==> src/rtl/mac_pkg.sv <==
// Shared types and width helpers for the vector multiply-accumulate datapath.
package mac_pkg;

    localparam logic MODE_UNSIGNED = 1'b0;
    localparam logic MODE_SIGNED   = 1'b1;

    typedef struct packed {
        logic valid;
        logic first;
        logic last;
    } beat_flags_t;

    function automatic int clog2(input int value);
        int r;
        r = 0;
        for (int v = value - 1; v > 0; v = v >>> 1) begin
            r = r + 1;
        end
        return r;
    endfunction

    // Width that holds the sum of all lane products without overflow.
    function automatic int sum_wid(input int data_wid, input int lanes);
        return 2 * data_wid + clog2(lanes) + 1;
    endfunction

endpackage

==> src/rtl/mac_lane_mult.sv <==
// One lane multiplier: registered operands, then a registered product.
// Two register stages match the input/output registers of a DSP slice.
module mac_lane_mult
    import mac_pkg::*;
#(
    parameter int DATA_WID = 16
) (
    input  logic                  clock,
    input  logic                  rst,
    input  logic                  en_i,
    input  logic                  signed_mode_i,
    input  logic [DATA_WID-1:0]   a_i,
    input  logic [DATA_WID-1:0]   b_i,
    output logic [2*DATA_WID:0]   prod_o
);

    localparam int EXT_WID  = DATA_WID + 1;
    localparam int FULL_WID = 2 * DATA_WID + 2;

    logic                       ext_en_s;
    logic signed [EXT_WID-1:0]  a_d, b_d;
    logic signed [EXT_WID-1:0]  a_q, b_q;
    logic signed [FULL_WID-1:0] a_full_s, b_full_s, full_s;
    logic [2*DATA_WID:0]        prod_q;

    always_comb begin
        ext_en_s = 1'b0;
        case (signed_mode_i)
            MODE_SIGNED:   ext_en_s = 1'b1;
            MODE_UNSIGNED: ext_en_s = 1'b0;
            default:       ext_en_s = 1'b0;
        endcase
        a_d = {ext_en_s & a_i[DATA_WID-1], a_i};
        b_d = {ext_en_s & b_i[DATA_WID-1], b_i};
    end

    assign a_full_s = {{(FULL_WID-EXT_WID){a_q[EXT_WID-1]}}, a_q};
    assign b_full_s = {{(FULL_WID-EXT_WID){b_q[EXT_WID-1]}}, b_q};
    assign full_s   = a_full_s * b_full_s;

    // The product always fits in 2*DATA_WID+1 bits, so the top bit is dropped.
    always_ff @(posedge clock) begin
        if (rst) begin
            a_q    <= '0;
            b_q    <= '0;
            prod_q <= '0;
        end else if (en_i) begin
            a_q    <= a_d;
            b_q    <= b_d;
            prod_q <= full_s[2*DATA_WID:0];
        end
    end

    assign prod_o = prod_q;

endmodule

==> src/rtl/vec_mac_unit.sv <==
// Pipelined vector dot-product engine: LANES multipliers, lane reduction,
// frame accumulator with optional saturation, valid/ready on both sides.
module vec_mac_unit
    import mac_pkg::*;
#(
    parameter int DATA_WID = 16,
    parameter int LANES    = 4,
    parameter int ACC_WID  = 40,
    parameter int SAT      = 1
) (
    input  logic                         clock,
    input  logic                         rst,
    input  logic                         signed_mode,
    input  logic                         in_valid,
    output logic                         in_ready,
    input  logic                         in_first,
    input  logic                         in_last,
    input  logic [LANES*DATA_WID-1:0]    a_vec,
    input  logic [LANES*DATA_WID-1:0]    b_vec,
    output logic                         out_valid,
    input  logic                         out_ready,
    output logic [ACC_WID-1:0]           out_acc,
    output logic                         out_sat
);

    localparam int PROD_WID = 2 * DATA_WID + 1;
    localparam int SUM_WID  = sum_wid(DATA_WID, LANES);
    localparam int NXT_WID  = ((ACC_WID > SUM_WID) ? ACC_WID : SUM_WID) + 1;
    localparam logic signed [NXT_WID-1:0] ACC_MAX =
        $signed({{(NXT_WID-ACC_WID+1){1'b0}}, {(ACC_WID-1){1'b1}}});
    localparam logic signed [NXT_WID-1:0] ACC_MIN =
        $signed({{(NXT_WID-ACC_WID+1){1'b1}}, {(ACC_WID-1){1'b0}}});

    logic                              en_s;
    beat_flags_t                       f0_q, f1_q, f2_q;
    logic [LANES-1:0][PROD_WID-1:0]    prod_s;
    logic signed [SUM_WID-1:0]         sum_d, sum_q;
    logic signed [NXT_WID-1:0]         base_s, nxt_s;
    logic [ACC_WID-1:0]                acc_d, acc_q;
    logic                              sticky_d, sticky_q, sat_ev_s;
    logic                              out_valid_q;
    logic [ACC_WID-1:0]                out_acc_q;
    logic                              out_sat_q;

    assign en_s     = !(out_valid_q && !out_ready);
    assign in_ready = en_s;

    for (genvar g = 0; g < LANES; g++) begin : g_lane
        mac_lane_mult #(
            .DATA_WID (DATA_WID)
        ) u_mult (
            .clock         (clock),
            .rst           (rst),
            .en_i          (en_s),
            .signed_mode_i (signed_mode),
            .a_i           (a_vec[g*DATA_WID +: DATA_WID]),
            .b_i           (b_vec[g*DATA_WID +: DATA_WID]),
            .prod_o        (prod_s[g])
        );
    end

    // Reduce lane products into one sign-extended beat sum.
    always_comb begin
        sum_d = '0;
        for (int i = 0; i < LANES; i++) begin
            sum_d = sum_d + SUM_WID'($signed(prod_s[i]));
        end
    end

    // Accumulate with one guard bit, then clamp or wrap into ACC_WID.
    always_comb begin
        if (f2_q.first) begin
            base_s = '0;
        end else begin
            base_s = NXT_WID'($signed(acc_q));
        end
        nxt_s    = base_s + NXT_WID'(sum_q);
        sat_ev_s = 1'b0;
        acc_d    = nxt_s[ACC_WID-1:0];
        if ((SAT != 0) && (nxt_s > ACC_MAX)) begin
            acc_d    = ACC_MAX[ACC_WID-1:0];
            sat_ev_s = 1'b1;
        end else if ((SAT != 0) && (nxt_s < ACC_MIN)) begin
            acc_d    = ACC_MIN[ACC_WID-1:0];
            sat_ev_s = 1'b1;
        end else begin
            acc_d    = nxt_s[ACC_WID-1:0];
            sat_ev_s = 1'b0;
        end
        sticky_d = (f2_q.first ? 1'b0 : sticky_q) | sat_ev_s;
    end

    // Flag pipeline, beat sum and accumulator, all frozen while stalled.
    always_ff @(posedge clock) begin
        if (rst) begin
            f0_q     <= '0;
            f1_q     <= '0;
            f2_q     <= '0;
            sum_q    <= '0;
            acc_q    <= '0;
            sticky_q <= 1'b0;
        end else if (en_s) begin
            f0_q     <= '{valid: in_valid, first: in_first, last: in_last};
            f1_q     <= f0_q;
            f2_q     <= f1_q;
            sum_q    <= sum_d;
            if (f2_q.valid) begin
                acc_q    <= acc_d;
                sticky_q <= sticky_d;
            end
        end
    end

    // Result register: a new last beat may reload in the same cycle as a pop.
    always_ff @(posedge clock) begin
        if (rst) begin
            out_valid_q <= 1'b0;
            out_acc_q   <= '0;
            out_sat_q   <= 1'b0;
        end else if (en_s && f2_q.valid && f2_q.last) begin
            out_valid_q <= 1'b1;
            out_acc_q   <= acc_d;
            out_sat_q   <= sticky_d;
        end else if (out_valid_q && out_ready) begin
            out_valid_q <= 1'b0;
        end
    end

    assign out_valid = out_valid_q;
    assign out_acc   = out_acc_q;
    assign out_sat   = out_sat_q;

endmodule
==> config.mk <==
export PLATFORM = sky130hd
export DESIGN_NAME = vec_mac_unit
export DESIGN_NICKNAME = d
export VERILOG_FILES = /design/src/rtl/mac_pkg.sv /design/src/rtl/mac_lane_mult.sv /design/src/rtl/vec_mac_unit.sv
export SDC_FILE = /design/constraint.sdc
export NUM_CORES = 2
export LEC_CHECK = 0
export BUFFER_PORTS_ARGS = -buffer_cell sky130_fd_sc_hd__buf_4
export CELL_PAD_IN_SITES_DETAIL_PLACEMENT = 1
export CELL_PAD_IN_SITES_GLOBAL_PLACEMENT = 1
export CORE_ASPECT_RATIO = 0.7
export CORE_MARGIN = 2
export CORE_UTILIZATION = 39
export CTS_BUF_LIST = sky130_fd_sc_hd__clkbuf_4
export DETAILED_ROUTE_END_ITERATION = 8
export GPL_ROUTABILITY_DRIVEN = 0
export PLACE_DENSITY_LB_ADDON = 0.1
export SETUP_SLACK_MARGIN = 0.1
export SLEW_MARGIN = 20
export SYNTH_ARGS = -nofsm -noshare
export SYNTH_HDL_FRONTEND = slang
export SYNTH_SLANG_ARGS = --single-unit
==> constraint.sdc <==
create_clock -name clock -period 8.4 [get_ports clock]
set_input_delay 0.84 -clock clock [delete_from_list [all_inputs] [get_ports clock]]
set_output_delay 0.84 -clock clock [all_outputs]
set_load 0.01 [all_outputs]
Word-level counts from Yosys, hierarchy flattened

Index checks and enable logic that the tools add are counted.

$lt $le $gt $ge: 2
Muxes and demuxes: 9
Add/subtract/negate cells: 4
Multipliers: 4
Bitwise operators: 11
Reductions and logical operators: 8

Operators by type and width:

| cell                                                                               | count |
|---|---|
| 17-bit by 17-bit multiplier with 33-bit output                                     | 4 |
| 40-bit two-way mux                                                                 | 2 |
| 41-bit by 35-bit adder with 41-bit output                                          | 1 |
| 41-bit by 40-bit greater-than comparator with 1-bit output (second input constant) | 1 |
| 41-bit by 40-bit < comparator with 1-bit output (second input constant)            | 1 |
| 41-bit two-way mux                                                                 | 1 |
| 34-bit by 33-bit adder with 35-bit output                                          | 1 |
| 35-bit by 33-bit adder with 35-bit output                                          | 1 |
| 33-bit by 33-bit adder with 34-bit output                                          | 1 |
| 1-bit bitwise AND                                                                  | 8 |
| 1-bit two-way mux                                                                  | 5 |
| 1-bit logical AND                                                                  | 4 |
| 1-bit zero test                                                                    | 2 |
| 1-bit NOT                                                                          | 2 |
| 1-bit one-hot mux with 2 select lines                                              | 1 |
| 2-bit AND reduction                                                                | 1 |
| 2-bit nonzero test                                                                 | 1 |
| 1-bit bitwise OR                                                                   | 1 |

Flip-flop bits (word level): 395
Bits of input ports: 135
Output and inout port bits: 43

Depth between registers and ports, before layout

Depth in word-level cells: 6
Depth in mapped cells: 26
Mapped depth without buffers: 24

Modules after synthesis

A second synthesis with hierarchy kept.

Cell total of the unflattened synthesis: 6937
Area, all modules: 63109.3 um^2

Modules (own cells, without submodules):

| module                            | sequential area each (um^2) | cells an instance | area an instance (um^2) | times used |
|---|---|---|---|---|
| mac_lane_mult at g_lane[3].u_mult | 1341.3                      | 1472              | 13367.8                 | 1 |
| mac_lane_mult at g_lane[0].u_mult | 1341.3                      | 1478              | 13325.3                 | 1 |
| mac_lane_mult at g_lane[1].u_mult | 1341.3                      | 1425              | 13173.9                 | 1 |
| mac_lane_mult at g_lane[2].u_mult | 1341.3                      | 1412              | 13172.6                 | 1 |
| vec_mac_unit                      | 2542.4                      | 1150              | 10069.7                 | 1 |

Least setup slack after synthesis

Ideal clock, no wire load.

Path kind: flip-flop to flip-flop
Start: reg g_lane[3].u_mult.a_q[16]
End: reg g_lane[3].u_mult.prod_q[32]
Data required time: 8.283 ns
Cell stages (with the launch flop): 23
Path buffers: 2
Arrival time: 6.309 ns
Slack: 1.973 ns
Clock period less this slack: 6.427 ns
Cells stage by stage: dfxtp_1 -> clkbuf_1 -> clkbuf_1 -> nand2_1 -> fa_1 -> inv_1 -> fa_1 -> fa_1 -> fa_1 -> fa_1 -> inv_1 -> fa_1 -> inv_1 -> ha_1 -> a21oi_1 -> o21ai_0 -> a21o_1 -> a21o_1 -> inv_1 -> a21boi_0 -> o41a_1 -> or3_1 -> a32o_1

Word-level cells in the longest chain between the ends: 1

RTL lines:

| element                                        | RTL line            | source |
|---|---|---|
| start, declared                                | mac_lane_mult.sv:22 | `logic signed [EXT_WID-1:0] a_q, b_q;` |
| start signal, assigned                         | mac_lane_mult.sv:44 | `a_q <= '0;` |
| start signal, assigned                         | mac_lane_mult.sv:48 | `a_q <= a_d;` |
| 17-bit by 17-bit multiplier with 33-bit output | mac_lane_mult.sv:39 | `assign full_s = a_full_s * b_full_s;` |
| end signal, assigned                           | mac_lane_mult.sv:50 | `prod_q <= full_s[2*DATA_WID:0];` |
| end, declared                                  | mac_lane_mult.sv:24 | `logic [2*DATA_WID:0] prod_q;` |

Every way passes these cells.
A chain may end at the register's enable or synchronous reset.

Final worst setup path

Start: reg g_lane[0].u_mult.a_q[10]
End: reg g_lane[0].u_mult.prod_q[32]

Word-level cells in the longest chain between the ends: 1

RTL lines:

| element                                        | RTL line |
|---|---|
| start, declared                                | mac_lane_mult.sv:22 |
| start signal, assigned                         | mac_lane_mult.sv:44 |
| start signal, assigned                         | mac_lane_mult.sv:48 |
| 17-bit by 17-bit multiplier with 33-bit output | mac_lane_mult.sv:39 |
| end signal, assigned                           | mac_lane_mult.sv:50 |
| end, declared                                  | mac_lane_mult.sv:24 |

Every way passes these cells.

==> metrics <==
GR Util met1=36.6%; WP data arrival=approximately 8100 ps; TritonCTS buffer count=roughly 110; critical path required time=approximately 9300 ps; register area share after synthesis=between 10% and 20%; status=complete, no violations; core area=0.155 mm^2; P&R area growth vs syn=9.39%; initial antenna violation count=5; vias in the first global route=about 52k; Initial DRC Count=~2.5k; RSZ-0062 raised after global routing=false; pin count of the biggest net entering global routing=between 100 and 150; GRT Total Usage=24.1%; Tmin final=roughly 7300 ps; Setup crit end kind=flop; Crit Path Max Fanout=18; Power Density=~200 mW/mm^2; Top Usage Layer GRT=met2; synthesis-stage register bit count=around 400; post-route cell area=approximately 0.067 mm^2; Post-Route WL=roughly 190,000 um; TritonCTS clock tree=built; die span in x=roughly 480 um; number of port buffers=around 180; PostCTS Resize Cnt=0; Leakage=approximately 33 nW; row cnt=between 100 and 150; DRT Pass-1 Iters=5; Synth Area per Inst=just under 9 um^2; grt total ovfl=0; critical setup path kind=reg2reg; CTS max path bufs=3; vias after detailed routing=approximately 46k; launching element type of the critical path=flop; first-pass GRT wire length=between 300,000 and 400,000 um; routed len/inst=slightly above 20 um; Worst Clk Skew=~140 ps; Yosys cell types=78; H-tree levels=3; Die Y=335 um; # nets final=approximately 8.7k; # setup viols final=0; Hold Fails Final Rpt=0; post-CTS setup buffers=0; layout cells sized above 1=approximately 6.0%; CTS clk-pin slew, worst paths=~70 ps; largest area contributor in the netlist=fa_1; Die ar.=0.159 mm^2; worst slew pin tran=1070 ps; Final ANT Viol Nets=0; f_max=roughly 140 MHz; clk sink count=~400; # hold bufs at CTS=120; clock latency on the worst-skew pair=roughly 1100 ps; GR Util met2=36.9%; DP HPWL=148,000 um; root buf cell=clkbuf_4; peak supply drop=roughly 0.21 mV; max_cap viols=0; via/cell ratio=5.04; Primary FF master, synth=dfxtp_1; final routed DRC violation total=0; Yosys warning count=0; GRT met3 Usage=roughly 3.2%; Initial Util=39.2%; EDFF count, synth=0; post-synth net total=between 8k and 9k; top cells by area, synth=fa_1 (40%), dfxtp_1 (13%), ha_1 (8.3%); Final Slew Violations=0; I/O Pins=between 150 and 200; Slew HR=around 29%; area post-placement=0.0639 mm^2; post-synth top area share=40.4%; setup_tns=0 ps; Hold WC Path Type=in2reg; Post-Synthesis Cells=roughly 6.8k; synthesized cell area=0.0609 mm^2; period utilization=86.8%; Async SR Flop Fraction=0%; flop2flop setup slack=1110 ps
==> Yosys cell counts, types with 10 or more instances <==
master,n
fa_1,1228
inv_1,1220
nand2_1,1131
and2_1,564
a21oi_1,413
ha_1,406
dfxtp_1,395
clkbuf_1,303
o21ai_0,197
nor2_1,164
xnor2_1,146
a21o_1,87
nor2b_1,79
xor2_1,57
nand3_1,46
nand2b_1,41
a211oi_1,39
nor3_1,27
o21bai_1,22
o21a_1,21
and3_1,20
a31oi_1,18
o211ai_1,18
nand4_1,14
a22o_1,11
or3_1,11
o31ai_1,10
==> cell type report <==
type / instances / area (um^2)
Sequential cell: 395 / 7910
Clock inverter: 46 / 260
Timing Repair Buffer: 336 / 2840
Clock buffer: 156 / 1170
Multi-Input combinational cell: 4904 / 47200
Antenna cell: 6 / 15.0
Tap cell: 2091 / 2620
Fill cell: 18100 / 88600
Inverter: 1220 / 4590
==> flip-flops by register name, summed over array words and instances, names as in the netlist <==
name	flops
out_sat	1
out_acc	40
out_valid	1
f0_q	3
f2_q	3
sum_q	35
sticky_q	1
acc_q	40
f1_q	3
g_lane.u_mult.b_q	68
g_lane.u_mult.prod_o	132
g_lane.u_mult.a_q	68
==> worst max-delay path, stage by stage, from the launching register on <==
cell and delay (ps):
dfxtp_1 890, nand2_1 190, fa_1 550, fa_1 570, fa_1 460, fa_1 540, inv_1 50, fa_1 490
fa_1 410, ha_1 380, o21a_1 140, o21ai_0 70, a22oi_1 240, o211ai_1 180, o221ai_1 460, nand3_1 250
a31oi_1 400, a311oi_1 180, xnor2_1 530, a21oi_1 130
==> stage by stage <==
stage	hold slack, ps	worst slack, ps	std cells	power (mW)	utilization (%)
after floorplan	417	1970	6839	8.30	-
after global placement	428	1230	8826	10.8	41.2
after detailed placement	439	1170	8826	11.0	41.2
after CTS	1.82	1090	9148	13.1	42.9
after global routing	53.6	461	9152	14.3	42.9
final	124	1110	9154	13.0	42.9
==> cell usage in the layout, fill, tap and decap left out, types with 120 or more instances in the layout <==
master | synthesis | layout
fa_1 | 1228 | 1228
inv_1 | 1220 | 1219
nand2_1 | 1131 | 1131
and2_1 | 564 | 564
a21oi_1 | 413 | 413
ha_1 | 406 | 406
dfxtp_1 | 395 | 395
buf_4 | 2 | 214
o21ai_0 | 197 | 197
nor2_1 | 164 | 162
clkbuf_4 | 0 | 156
xnor2_1 | 146 | 146
dlygate4sd3_1 | 0 | 120
==> kinds of logic after synthesis <==
kind of cell / share of synthesized area (%)
AO/OA/AOI/OAI: 9.15
XOR/XNOR: 2.92
adder cells (fa/ha/maj): 48.8
buffers and inverters: 9.53
flip-flops: 13.0
multiplexers: 0.0493
AND/OR/NAND/NOR: 16.5
==> final timing paths <==
kind	start	to	cells past startpoint
setup / recovery	g_lane[0].u_mult.a_q[10]$_SDFFE_PP0N_	g_lane[0].u_mult.prod_o[32]$_SDFFE_PP0N_	19
hold / removal	b_vec[32]	g_lane[2].u_mult.b_q[0]$_SDFFE_PP0N_	3
setup reg to reg	g_lane[0].u_mult.a_q[10]$_SDFFE_PP0N_	g_lane[0].u_mult.prod_o[32]$_SDFFE_PP0N_	19
hold reg to reg	f0_q[1]$_SDFFE_PP0N_	f1_q[1]$_SDFFE_PP0N_	2
==> routing by layer <==
| metal | part of all wire [%] | vias up |
|---|---|---|
| li1 | - | 21200 |
| met1 | 51 | 24000 |
| met2 | 43 | 752 |
| met3 | 4.2 | 175 |
| met4 | 1.7 | 4 |
| met5 | 0.0086 | - |
==> power breakdown <==
| part | leakage [nW] | total, mW | internal (mW) | switching [mW] |
|---|---|---|---|---|
| Combinational | 29.0 | 8.28 | 3.32 | 4.96 |
| Sequential | 3.26 | 2.77 | 2.22 | 0.558 |
| Clock | 0.850 | 1.94 | 0.925 | 1.02 |
| Total | 33.1 | 13.0 | 6.46 | 6.54 |
No activity file was read; power rests on OpenSTA's default activity.
